$ cat src/rtl/mem_port_arbiter_pkg.sv
// Shared encodings for the IF/MEM RAM port arbiter: FSM states, owner codes,
// RAM access attributes and the alignment helper.
package mem_port_arbiter_pkg;

  typedef enum logic [1:0] {
    ST_IDLE = 2'b00,
    ST_ACC  = 2'b01,
    ST_RESP = 2'b10
  } state_t;

  localparam logic OWN_IF    = 1'b0;
  localparam logic OWN_MEM   = 1'b1;
  localparam logic RW_READ   = 1'b0;
  localparam logic RW_WRITE  = 1'b1;
  localparam logic SIZE_BYTE = 1'b0;
  localparam logic SIZE_WORD = 1'b1;

  // Word accesses must sit on a 4-byte boundary; byte accesses never fault.
  function automatic logic is_misaligned(input logic size, input logic [1:0] addr_lo);
    return (size == SIZE_WORD) && (addr_lo != 2'b00);
  endfunction

endpackage

$ cat src/rtl/mem_arb_lat_counter.sv
// Access-latency counter: cleared when an access is granted, counts while the
// RAM is enabled, and flags the final enable cycle.
module mem_arb_lat_counter #(
  parameter int LAT = 2
) (
  input  logic clk,
  input  logic R,
  input  logic clr,
  input  logic en,
  output logic done
);

  localparam logic [3:0] LAST = 4'(LAT - 1);

  logic [3:0] cnt;

  always_ff @(posedge clk) begin
    if (R) begin
      cnt <= 4'd0;
    end else if (clr) begin
      cnt <= 4'd0;
    end else if (en) begin
      cnt <= cnt + 4'd1;
    end
  end

  assign done = (cnt == LAST);

endmodule

$ cat src/rtl/mem_port_arbiter.sv
// Shares one RAM port between instruction fetch and the load/store stage:
// MEM has priority, the just-served requester is masked for one cycle.
module mem_port_arbiter
  import mem_port_arbiter_pkg::*;
#(
  parameter int ADDR_W = 8,
  parameter int DATA_W = 32,
  parameter int LAT    = 2
) (
  input  logic              clk,
  input  logic              R,
  input  logic              if_req,
  input  logic [ADDR_W-1:0] if_addr,
  output logic [DATA_W-1:0] if_rdata,
  output logic              if_ack,
  input  logic              mem_req,
  input  logic              mem_rw,
  input  logic              mem_size,
  input  logic [ADDR_W-1:0] mem_addr,
  input  logic [DATA_W-1:0] mem_wdata,
  output logic [DATA_W-1:0] mem_rdata,
  output logic              mem_ack,
  output logic              mem_err,
  output logic              ram_E,
  output logic              ram_RW,
  output logic              ram_Size,
  output logic [ADDR_W-1:0] ram_A,
  output logic [DATA_W-1:0] ram_DI,
  input  logic [DATA_W-1:0] ram_DO,
  output logic              stall_if,
  output logic              stall_mem,
  output logic              busy
);

  state_t state;
  logic   owner;
  logic   resp_mask;
  logic   mem_ok;
  logic   if_ok;
  logic   gnt_mem;
  logic   gnt_if;
  logic   misaligned;
  logic   lat_done;

  // In RESP the owner just acked still holds its request this cycle; masking it
  // keeps that stale request from being re-granted and makes contention alternate.
  always_comb begin
    resp_mask = (state == ST_RESP);
    mem_ok    = mem_req && !(resp_mask && owner == OWN_MEM);
    if_ok     = if_req  && !(resp_mask && owner == OWN_IF);
    gnt_mem   = 1'b0;
    gnt_if    = 1'b0;
    if (state == ST_IDLE || state == ST_RESP) begin
      gnt_mem = mem_ok;
      gnt_if  = if_ok && !mem_ok;
    end
  end

  assign misaligned = is_misaligned(mem_size, mem_addr[1:0]);

  mem_arb_lat_counter #(
    .LAT (LAT)
  ) u_lat (
    .clk  (clk),
    .R    (R),
    .clr  (gnt_mem || gnt_if),
    .en   (state == ST_ACC),
    .done (lat_done)
  );

  always_ff @(posedge clk) begin
    if (R) begin
      state     <= ST_IDLE;
      owner     <= OWN_IF;
      ram_E     <= 1'b0;
      ram_RW    <= RW_READ;
      ram_Size  <= SIZE_BYTE;
      ram_A     <= '0;
      ram_DI    <= '0;
      if_ack    <= 1'b0;
      mem_ack   <= 1'b0;
      mem_err   <= 1'b0;
      if_rdata  <= '0;
      mem_rdata <= '0;
    end else begin
      if_ack  <= 1'b0;
      mem_ack <= 1'b0;
      mem_err <= 1'b0;
      case (state)
        ST_IDLE, ST_RESP: begin
          ram_E <= 1'b0;
          if (gnt_mem) begin
            owner    <= OWN_MEM;
            ram_A    <= mem_addr;
            ram_RW   <= mem_rw;
            ram_Size <= mem_size;
            ram_DI   <= mem_wdata;
            // A misaligned word never reaches the RAM: answer with an error at once.
            if (misaligned) begin
              state   <= ST_RESP;
              mem_ack <= 1'b1;
              mem_err <= 1'b1;
            end else begin
              state <= ST_ACC;
              ram_E <= 1'b1;
            end
          end else if (gnt_if) begin
            owner    <= OWN_IF;
            ram_A    <= if_addr;
            ram_RW   <= RW_READ;
            ram_Size <= SIZE_WORD;
            state    <= ST_ACC;
            ram_E    <= 1'b1;
          end else begin
            state <= ST_IDLE;
          end
        end
        ST_ACC: begin
          if (lat_done) begin
            ram_E <= 1'b0;
            state <= ST_RESP;
            if (owner == OWN_MEM) begin
              mem_ack <= 1'b1;
              if (ram_RW == RW_READ) begin
                mem_rdata <= ram_DO;
              end
            end else begin
              if_ack   <= 1'b1;
              if_rdata <= ram_DO;
            end
          end
        end
        default: begin
          state <= ST_IDLE;
          ram_E <= 1'b0;
        end
      endcase
    end
  end

  assign stall_if  = if_req && !if_ack;
  assign stall_mem = mem_req && !mem_ack;
  assign busy      = (state != ST_IDLE);

endmodule

$ cat config.mk
export PLATFORM = sky130hd
export DESIGN_NAME = mem_port_arbiter
export DESIGN_NICKNAME = d
export VERILOG_FILES = /design/src/rtl/mem_port_arbiter_pkg.sv /design/src/rtl/mem_arb_lat_counter.sv /design/src/rtl/mem_port_arbiter.sv
export SDC_FILE = /design/constraint.sdc
export NUM_CORES = 1
export LEC_CHECK = 0
export ABC_CLOCK_PERIOD_IN_PS = 3000
export BUFFER_PORTS_ARGS = -buffer_cell sky130_fd_sc_hd__buf_2
export CAP_MARGIN = 30
export CORE_MARGIN = 2
export CORE_UTILIZATION = 38
export CTS_CLUSTER_SIZE = 24
export DETAILED_ROUTE_END_ITERATION = 8
export PLACE_DENSITY = 0.64
export SYNTH_ARGS = -nofsm -noshare
export SYNTH_HDL_FRONTEND = slang
export SYNTH_SLANG_ARGS = --single-unit
$ cat constraint.sdc
create_clock -name clk -period 3 [get_ports clk]
set_input_delay 0.15 -clock clk [delete_from_list [all_inputs] [get_ports clk]]
set_output_delay 0.15 -clock clk [all_outputs]
set_load 0.02 [all_outputs]
### Word-level counts from Yosys, hierarchy flattened

Cells that the tools add are included.

* register bits after elaboration: 117
* output and inout bits: 113

* $add $sub $neg: 1
* equal/unequal tests: 4
* mux-type cells: 25
* bitwise operators: 5
* reductions and logical operators: 27

Operators with widths (count)
* $mux 1: 17
* $mux 8: 2
* $logic_and 1x1->1: 8
* $mux 2: 3
* $reduce_bool 2->1: 3
* $reduce_or 2->1: 3
* $logic_not 1->1: 5
* $not 1->1: 5
* $add 4x1->4 const B: 1
* $eq 4x1->1 const B: 1
* $pmux 1 s2: 2
* $pmux 2 s2: 1
* $reduce_and 2->1: 2
* $reduce_and 4->1: 1
* $reduce_and 3->1: 1
* $reduce_or 3->1: 1
* $eq 2x1->1 const B: 1
* $eq 2x2->1 const B: 1
* $logic_not 2->1: 1
* $logic_or 1x1->1: 2
* $ne 2x2->1 const B: 1

### Depth between registers and ports, before layout

* depth after elaboration: 10
* mapped depth: 8
* mapped depth without buffers: 6

### Hierarchy

From an unflattened synthesis, not the netlist that was laid out.

* cells, all modules: 548
* area total of the unflattened synthesis: 4704.5 µm²

Modules (own cells, without submodules)
* mem_port_arbiter: instances 1, cells an instance 528, area an instance 4505.6 µm², seq. area each 2262.2 µm²
* mem_arb_lat_counter: instances 1, cells an instance 20, area an instance 198.9 µm², seq. area each 80.1 µm²

### Least setup slack after synthesis

Ideal clock, no wire load.

* path kind: register to register
* start point: reg u_lat.cnt[0]
* end point: reg if_rdata[25]
* data arrival time: 1.659 ns
* required time: 2.868 ns
* setup slack: 1.209 ns
* cell stages (with the launch flop): 8
* buffers on the path: 2
* path through: dfxtp_1 -> ha_1 -> or3b_4 -> or3_1 -> buf_2 -> buf_6 -> nand2_1 -> a21oi_1

* word-level cells in the longest chain between the ends: 2

Ends and longest elaborated chain
* start: declaration: line mem_arb_lat_counter.sv:15 `logic [3:0] cnt;`
* start signal: assignment: line mem_arb_lat_counter.sv:23 `cnt <= cnt + 4'd1;`
* $eq 4x1->1: line mem_arb_lat_counter.sv:27 `assign done = (cnt == LAST);`
* $reduce_and 3->1 (no source line)
* end signal: assignment: line mem_port_arbiter.sv:129 `if_rdata <= ram_DO;`
* end: declaration: line mem_port_arbiter.sv:14 `output logic [DATA_W-1:0] if_rdata,`

No other way between the ends.
A chain may end at the register's enable or synchronous reset.

### Worst setup path after layout

* start point: reg u_lat.cnt[0]
* end point: reg if_rdata[20]

The elaborated chain is that of the path after synthesis.

==> flow_metrics.py <==
metrics = {
    "placed_design": {
        "dp_slack_ps": 788.1,
        "dpl.cell_count": 817,
        "routabilityCongestion": 0.7944,
        "portBuffers": 198,
        "dp_hpwl_um": 8051,
    },
    "floorplanning": {
        "coreArea_mm2": 0.01084,
        "die_y_um": 109.6,
        "initial_utilization_pct": 39.06,
        "die-area_mm2": 0.01200,
        "rows": 38,
        "io_pins": 199,
        "die_w_um": 109.6,
    },
    "clock_network": {
        "clk_latency_ps": 490,
        "clk_pin_slew_ps": 50,
        "post-cts-setup-buffer-count": 0,
        "ctsLongestPathBuffers": 2,
        "htree_levels": 4,
        "root_buffer": "clkbuf_8",
        "tritoncts": "yes",
        "cts_made_buffers": 17,
        "cts_num_sinks": 117,
    },
    "sta": {
        "period_needed_ps": 2209,
        "rsz0062_at_grt": "no",
        "setup-tns-final_ps": 0,
        "tightestPinTransition_ps": 715.5,
        "fmax_mhz": 452.8,
        "finalHoldViolations": 0,
        "worst_slack_ps": 791.3,
        "skew_ps": 7.136,
        "setup_violations": 0,
        "period_share_pct": 73.62,
        "slew_viol_final": 0,
        "slew_headroom_pct": 52.12,
    },
    "worst_setup_path": {
        "critPathTopFamily": "simple AND/OR/NAND/NOR gates",
        "max_stage_delay_ps": 620,
        "worstSetupStartpointType": "flop",
        "path_cells": "ha_1, or3b_4, or3_1, buf_8, nand2_1, a21oi_1",
        "critPathBufInv": 1,
        "cp-end-kind": "flop",
        "arrival_ps": 2560,
        "cp_max_fo": 18,
        "slowest_stage": "or3_1",
        "crit_required_ps": 3350,
        "path_class": "reg2reg",
    },
    "yosys": {
        "synthCells": 508,
        "synth_nets": 596,
        "synth_top_cells_by_area": "dfxtp_1, nand2_1, a21oi_1, mux2i_1, clkbuf_1",
        "ys_types": 37,
        "syn_area_per_cell_um2": 8.335,
        "ys_ff_latch": 117,
        "synth_area_leader_cell": "dfxtp_1",
        "ys_seq_area_share_pct": 55.32,
        "synthTopCellsByCount": "nand2_1, dfxtp_1, a21oi_1",
        "ys.warnings.count": 0,
        "synth_edf_count": 0,
        "synth_area_mm2": 0.004234,
        "async_flop_share_pct": 0,
        "synth_top_area_share_pct": 55.32,
        "ys.flop_type": "dfxtp_1",
        "synth_most_common_cell": "nand2_1",
    },
    "final_layout": {
        "num_antenna_cells": 0,
        "drive_gt1_share_pct": 30.04,
        "syn_to_final_growth_pct": 56.89,
        "final_cells": 929,
        "utilization_pct": 61.28,
        "final-seq-area_mm2": 0.002342,
        "multi_input_comb_area_mm2": 0.001697,
        "fillers": 902,
        "final_net_count": 866,
    },
    "power_and_ir_drop": {
        "cellLeakagePower_uw": 0.002985,
        "pwr_density_cell_mw_per_mm2": 627.9,
        "power_uw": 4171,
        "ir_worst_vdd_mv": 0.4155,
    },
    "detailed_routing": {
        "totalWireLength_um": 12640,
        "wl_per_cell_um": 13.61,
        "drc": 0,
        "drt-vias-per-instance": 4.764,
        "drtPass1Iterations": 4,
        "drt_iter0_drc": 288,
        "ant_nets": 0,
        "vias": 4426,
    },
    "job": {
        "maxCapViolations": 0,
    },
    "run_status": {
        "status": "finished, final reports clean",
    },
    "global_route": {
        "antenna_found_initial": 0,
        "grt_usage_pct": 21.26,
        "grt_pass1_vias": 4337,
        "grt_start_max_net_pins": 58,
        "overflow": 0,
        "grt_pass1_wl_um": 19950,
    },
    "hold_path": {
        "hold_class": "in2reg",
    },
}
-- per-layer routing --
metal	track usage, %	wire [µm]	vias up
met1	24.64	5514	2045
met3	7.350	991	6
met5	0	0	-
li1	-	-	2199
met2	36.11	6056	176
met4	8.047	80	0
-- worst min-delay path: stages --
cell and delay (ps):
buf_2 120, nand3b_1 100, or2_1 120, a21oi_1 60
-- sequential cells by signal, summed over array words and instances, names as in the netlist --
name and cells:
if_rdata 32, ram_DI 32, state 2, ram_A 8, u_lat.cnt 4, ram_Size 1, mem_ack 1, mem_rdata 32
if_ack 1, mem_err 1, owner 1, ram_E 1, ram_RW 1
-- repair_timing --
action / CTS / global route
resized for setup: 0 / 0
hold buffers: 82 / 0
hold endpoints to repair: 107 / 0
-- placed cells by master (no fill, tap or decap), drive strengths merged, types with 2 or more instances in the layout --
cell type,count
dlygate4sd3,82
a211oi,2
nor2,8
nor3,2
mux2i,9
xor2,2
nand4,2
nor2b,2
a21oi,98
clkinv,3
clkbuf,26
buf,205
dfxtp,117
or2,3
nand2,197
o21ai,2
ha,2
o2bb2ai,8
inv,3
-- through the flow --
stage	hold slack, ps	cell area [µm²]
2_1_floorplan	286.0	4234
3_3_place_gp	390.0	5264
3_5_place_dp	396.2	5279
4_1_cts	59.50	6643
5_1_grt	101.1	6643
6_report	108.6	6643
-- cell families after synthesis --
family / share of synthesized area [%]
and+or+nand+nor: 21.57
DFF: 55.32
AOI/OAI and AO/OA: 15.01
buffers and inverters: 4.758
muxes: 2.128
xor gates and xnor gates: 0.6207
adders and majority gates: 0.5909
-- final cells by class --
class                   count  share of cell area (%)
flip-flops and latches    117                   35.26
repair buffers            287                   28.22
multi-input cells         352                   25.54
clock buffers              26                   7.497
well taps                 140                   2.637
clock inverters             4                  0.6781
inverters                   3                  0.1695
-- worst paths after layout --
path	from	end	slack (ps)	depth (start not counted)
hold / removal	mem_req	state[1]	110	4
setup / recovery	u_lat.cnt[0]	if_rdata[20]	790	6
setup reg to reg	u_lat.cnt[0]	if_rdata[20]	790	6
hold reg to reg	if_rdata[5]	if_rdata[5]	450	2
-- power by group --
part / switching, µW / internal [µW] / leakage [µW]
Combinational: 370 / 274 / 0.00176
Sequential: 59.5 / 1650 / 0.000951
Clock: 627 / 1190 / 0.000271
Total: 1060 / 3110 / 0.00299
(Power assumes the default switching activity.)
